### config.mk
export PLATFORM = sky130hd
export DESIGN_NAME = pipe_stage_buf
export DESIGN_NICKNAME = d
export VERILOG_FILES = /design/src/rtl/pipe_stage_buf.sv
export SDC_FILE = /design/constraint.sdc
export NUM_CORES = 1
export LEC_CHECK = 0
export CAP_MARGIN = 20
export CELL_PAD_IN_SITES_DETAIL_PLACEMENT = 1
export CELL_PAD_IN_SITES_GLOBAL_PLACEMENT = 1
export CORE_MARGIN = 2
export CORE_UTILIZATION = 39
export DETAILED_ROUTE_END_ITERATION = 10
export PLACE_DENSITY_LB_ADDON = 0.1
export SETUP_SLACK_MARGIN = 0.3
export SLEW_MARGIN = 20
export SYNTH_ARGS = -nofsm -noshare
export SYNTH_HDL_FRONTEND = slang
export SYNTH_SLANG_ARGS = --single-unit
export TNS_END_PERCENT = 100
### constraint.sdc
create_clock -name clk -period 1.5 [get_ports clk]
set_input_delay 0.3 -clock clk [delete_from_list [all_inputs] [get_ports clk]]
set_output_delay 0.3 -clock clk [all_outputs]
set_load 0.01 [all_outputs]
### src/rtl/pipe_stage_buf.sv
// pipe_stage_buf
//   Parametrised inter-stage pipeline register. Carries an opaque DATA_W-bit
//   stage bundle from one pipeline stage to the next with a valid/ready
//   handshake and a synchronous flush. With SKID=1 a second (skid) entry lets
//   in_ready come straight from the state flop, so the downstream stall does
//   not propagate combinationally to the upstream stage.
//
// Parameters
//   DATA_W   width of the stage bundle (>=1)
//   BUBBLE   value shown on out_data whenever the stage is empty (NOP bundle)
//   SKID     0: single register, in_ready = !out_valid | out_ready
//            1: two entries (main M + skid S), in_ready = (state != TWO)
//
// Ports
//   clk          clock, all state on posedge
//   rst          asynchronous, active-low reset
//   flush        synchronous flush, kills every held entry
//   in_valid     upstream bundle valid
//   in_ready     stage can accept in_data this cycle
//   in_data      upstream bundle
//   out_valid    out_data holds a live bundle
//   out_ready    downstream consumes out_data this cycle
//   out_data     bundle to next stage, BUBBLE when out_valid=0
//   occ          number of entries held (0..2)
//   o_dbg_state  raw FSM state (EMPTY=0, ONE/FULL=1, TWO=2)
//
// Handshake: a transfer happens on a posedge where valid & ready are both 1
// on that side. A producer holding valid keeps its data stable until the
// transfer; ready may depend on the current state (and, for SKID=0, on
// out_ready) but never on in_valid or in_data.

module pipe_stage_buf #(
  parameter int unsigned       DATA_W = 32,
  parameter logic [DATA_W-1:0] BUBBLE = '0,
  parameter bit                SKID   = 1'b1
) (
  input  logic              clk,
  input  logic              rst,
  input  logic              flush,
  input  logic              in_valid,
  output logic              in_ready,
  input  logic [DATA_W-1:0] in_data,
  output logic              out_valid,
  input  logic              out_ready,
  output logic [DATA_W-1:0] out_data,
  output logic [1:0]        occ,
  output logic [1:0]        o_dbg_state
);

  // ST_ONE doubles as FULL in single-register mode; ST_TWO is only reachable
  // with SKID=1.
  typedef enum logic [1:0] {
    ST_EMPTY = 2'd0,
    ST_ONE   = 2'd1,
    ST_TWO   = 2'd2
  } state_t;

  state_t            r_state;
  state_t            w_state_nxt;
  logic [DATA_W-1:0] r_main;
  logic [DATA_W-1:0] r_skid;
  logic [DATA_W-1:0] w_main_nxt;
  logic [DATA_W-1:0] w_skid_nxt;
  logic              w_fire_in;
  logic              w_fire_out;

  // State encoding equals the entry count, so occ is the state itself.
  assign occ         = r_state;
  assign o_dbg_state = r_state;
  assign out_valid   = (r_state != ST_EMPTY);
  // Empty entries are kept at BUBBLE, so M drives out_data directly.
  assign out_data    = r_main;

  always_comb begin
    if (SKID) begin
      in_ready = (r_state != ST_TWO);
    end else begin
      in_ready = (r_state == ST_EMPTY) | out_ready;
    end
  end

  assign w_fire_in  = in_valid & in_ready;
  assign w_fire_out = out_valid & out_ready;

  always_comb begin
    w_state_nxt = r_state;
    w_main_nxt  = r_main;
    w_skid_nxt  = r_skid;
    if (flush) begin
      // Overrides every transition; an accepted input this cycle is dropped.
      w_state_nxt = ST_EMPTY;
      w_main_nxt  = BUBBLE;
      w_skid_nxt  = BUBBLE;
    end else begin
      case (r_state)
        ST_EMPTY: begin
          if (w_fire_in) begin
            w_main_nxt  = in_data;
            w_state_nxt = ST_ONE;
          end
        end
        ST_ONE: begin
          if (w_fire_in && w_fire_out) begin
            w_main_nxt = in_data;
          end else if (w_fire_out) begin
            w_main_nxt  = BUBBLE;
            w_state_nxt = ST_EMPTY;
          end else if (w_fire_in) begin
            if (SKID) begin
              w_skid_nxt  = in_data;
              w_state_nxt = ST_TWO;
            end else begin
              // Unreachable: SKID=0 only accepts when full if out_ready=1.
              w_main_nxt = in_data;
            end
          end
        end
        ST_TWO: begin
          // in_ready=0 here, so only the drain of M can happen.
          if (out_ready) begin
            w_main_nxt  = r_skid;
            w_skid_nxt  = BUBBLE;
            w_state_nxt = ST_ONE;
          end
        end
        default: begin
          w_state_nxt = ST_EMPTY;
          w_main_nxt  = BUBBLE;
          w_skid_nxt  = BUBBLE;
        end
      endcase
    end
  end

  always_ff @(posedge clk or negedge rst) begin
    if (!rst) begin
      r_state <= ST_EMPTY;
      r_main  <= BUBBLE;
      r_skid  <= BUBBLE;
    end else begin
      r_state <= w_state_nxt;
      r_main  <= w_main_nxt;
      r_skid  <= w_skid_nxt;
    end
  end

endmodule

==> metrics.yaml <==
floorplanning:
  core_area_um2: 7770
  design.die.area_um2: 8760
  num_rows: 32
  die_y_um: 93.6
  ioPinCount: 75
  die_w_um: 93.6
  initial_utilization_pct: 40.3
power_and_ir_drop:
  switching_share_pct: 31.8
  finalPower_mw: 4.76
  p_leak_nw: 2.56
  pwr-share-clk_pct: 28.7
  p_per_area_nw_per_um2: 870
  p_int_mw: 3.24
  p_sw_mw: 1.51
  combPwrFrac_pct: 29.7
  pwr-share-seq_pct: 41.6
  vdd_drop_max_mv: 0.469
critical_path:
  cp-start-kind: "register"
  cp.required_ns: 1.74
  crit_path_end_kind: "register"
  critPathLaunch: "o_dbg_state[0]"
  worstReg2RegStart: "o_dbg_state[0]"
  worstPathMaxFanout: 5
  path_class: "register to register"
  crit_arrival_ns: 1.89
timing:
  period_minus_slack_ns: 1.65
  max_slew.worst_pin.slew_ns: 0.394
  hold_viol: 0
  rsz0062_at_grt: "yes"
  maxSlewViolCount: 0
  finalSetupViolations: 61
  relSlewSlack_pct: 73.7
  finalCritPeriodShare_pct: 110
  max_freq_mhz: 607
  fin_ws_ns: -0.148
  fin_skew_ns: 0.0193
clocking:
  worstSkewPairLatency_ns: 0.36
  cts_buffers: 9
  htreeDepth: 3
  clk_root_buffer_cell: "clkbuf_8"
  clockBufferDepth: 2
  clk_pin_slew_ns: 0.07
  cts_sinks: 66
  cts_tree: "done"
finish:
  seq_area_um2: 1650
  layout-drive-gt1-share_pct: 51.0
  n_fill_cell: 762
  area_growth_pct: 74.6
  multiInputGateArea_um2: 1640
  fin_util_pct: 70.4
  fin_cells: 535
  final_common_cell: "dfrtp_1"
  nets: 467
  final_cell_mix: "dfrtp_1 (66), buf_4 (54), inv_1 (34), clkdlybuf4s50_1 (32), buf_2 (32)"
  fin_area_um2: 5470
  diodes: 0
detailed_routing:
  wirelength_mm: 14.1
  vias_per_cell: 5.56
  wl_per_cell_um: 26.3
  drtPass1Iterations: 4
  drcViolationCount: 0
  final_antenna_net_count: 0
  dr_total_vias: 2977
  drtIter0Drc: 120
logic_synthesis:
  ys_types: 22
  syn_inst: 275
  synth-async-reset-ratio_pct: 100
  ys_seq_elements: 66
  ys_seq_area_share_pct: 52.8
  avgSynthCellArea_um2: 11.4
  yosysTopAreaCell: "dfrtp_1"
  synthesis.area_um2: 3130
  mappedNetlistNets: 312
  synth_top_area_share_pct: 52.8
  synthTopCellsByArea: "dfrtp_1 (53%), mux2i_1 (11%), a22oi_1 (7.7%)"
  yosys_warnings: 0
  synth_edf_count: 0
  synth_ff_type: "dfrtp_1"
min_path:
  hp-class: "primary input to register"
  hp-start: "flush"
status:
  violations: "negative setup slack"
  outcome: "finished with violations"
place:
  port_buffers: 74
  dp_cells: 452
  post-dp-hpwl_mm: 5.53
  gp_congestion: 0.756
  place_area_um2: 4330
  pre_cts_ws_ns: -0.372
run:
  max_cap_viol_count: 0
global_routing:
  first_global_vias: 2935
  grt_pass1_wl_mm: 15.8
  antenna_found_initial: 0
  grt_max_degree: 67
  track_usage_pct: 23.7
  grt_overflow: 0
flip-flops by register name, indices dropped and copies added (netlist names):
register	count
out_data	32
o_dbg_state	2
r_skid	32
routing by layer:
layer,track usage (%),vias to the layer above,share of wire (%)
met5,0,-,0
met4,6.16,0,3.4
met3,5.00,42,4.5
met2,41.1,109,55
met1,30.1,1555,37
li1,-,1271,-
synth_stat cells (all sizes together) (2+ instances only):
library cell / number
a21oi: 3
mux2i: 35
inv: 35
dfrtp: 66
buf: 25
a22oi: 32
o21a: 2
nor2: 4
nand2: 34
o2bb2ai: 32
kinds of logic (layout without fill, tap and decap cells):
group           Yosys count  in the layout  synth area share [%]
simple gates             43             43                  5.84
mux                      35             35                  11.2
buf+inv                  60            218                  9.59
compound gates           71             71                  20.6
flops                    66             66                  52.8
worst max-delay path: stages (launching register included):
cell	delay, ns
dfrtp_1	0.37
buf_6	0.15
mux2i_4	0.31
nor3_4	0.09
a31oi_4	0.22
buf_6	0.18
clkbuf_16	0.16
o2bb2ai_2	0.06
worst paths after layout:
| kind | endpoint | slack [ns] | cells past startpoint |
|---|---|---|---|
| max | out_data[14] | -0.15 | 7 |
| min | o_dbg_state[1] | 0.31 | 2 |
| max reg2reg | out_data[14] | -0.15 | 7 |
| min reg2reg | out_data[0] | 0.52 | 1 |
| max in group asynchronous | r_skid[25] | 0.67 | 3 |
| min in group asynchronous | r_skid[16] | 0.50 | 3 |
through the flow:
step	TNS, ns	hold slack (ns)
finish	-4.80	0.315
global route	-8.84	0.342
CTS	-0.0378	0.447
detailed placement	-20.55	0.352
global placement	-16.79	0.352
floorplan	0	0.00441
timing repair:
item                                   in CTS  in global routing
resized for setup                         183                 48
pin swaps                                   7                 17
buffers inserted                           36                 19
hold buffers                                1                  0
setup endpoints to repair                 102                 87
cloned                                      3                 10
endpoints found under the hold margin      66                  0
power by group through the flow:
stage	Clock [mW]	Combinational (mW)	Sequential, mW
2_1_floorplan	0	0.424	2.03
3_3_place_gp	0	0.902	2.01
3_5_place_dp	0	0.917	2.01
4_1_cts	1.32	1.05	1.96
5_1_grt	1.42	1.47	1.99
6_report	1.36	1.41	1.98
final cells by class:
class                           instances  share of cell area (%)
Timing Repair Buffer                  169                    32.1
Sequential cell                        66                    30.2
Multi-Input combinational cell        149                    30.0
Clock buffer                           11                    2.59
Inverter                               35                    2.40
Tap cell                              102                    2.33
Clock inverter                          3                   0.320
No activity file was read; power rests on OpenSTA's default activity.
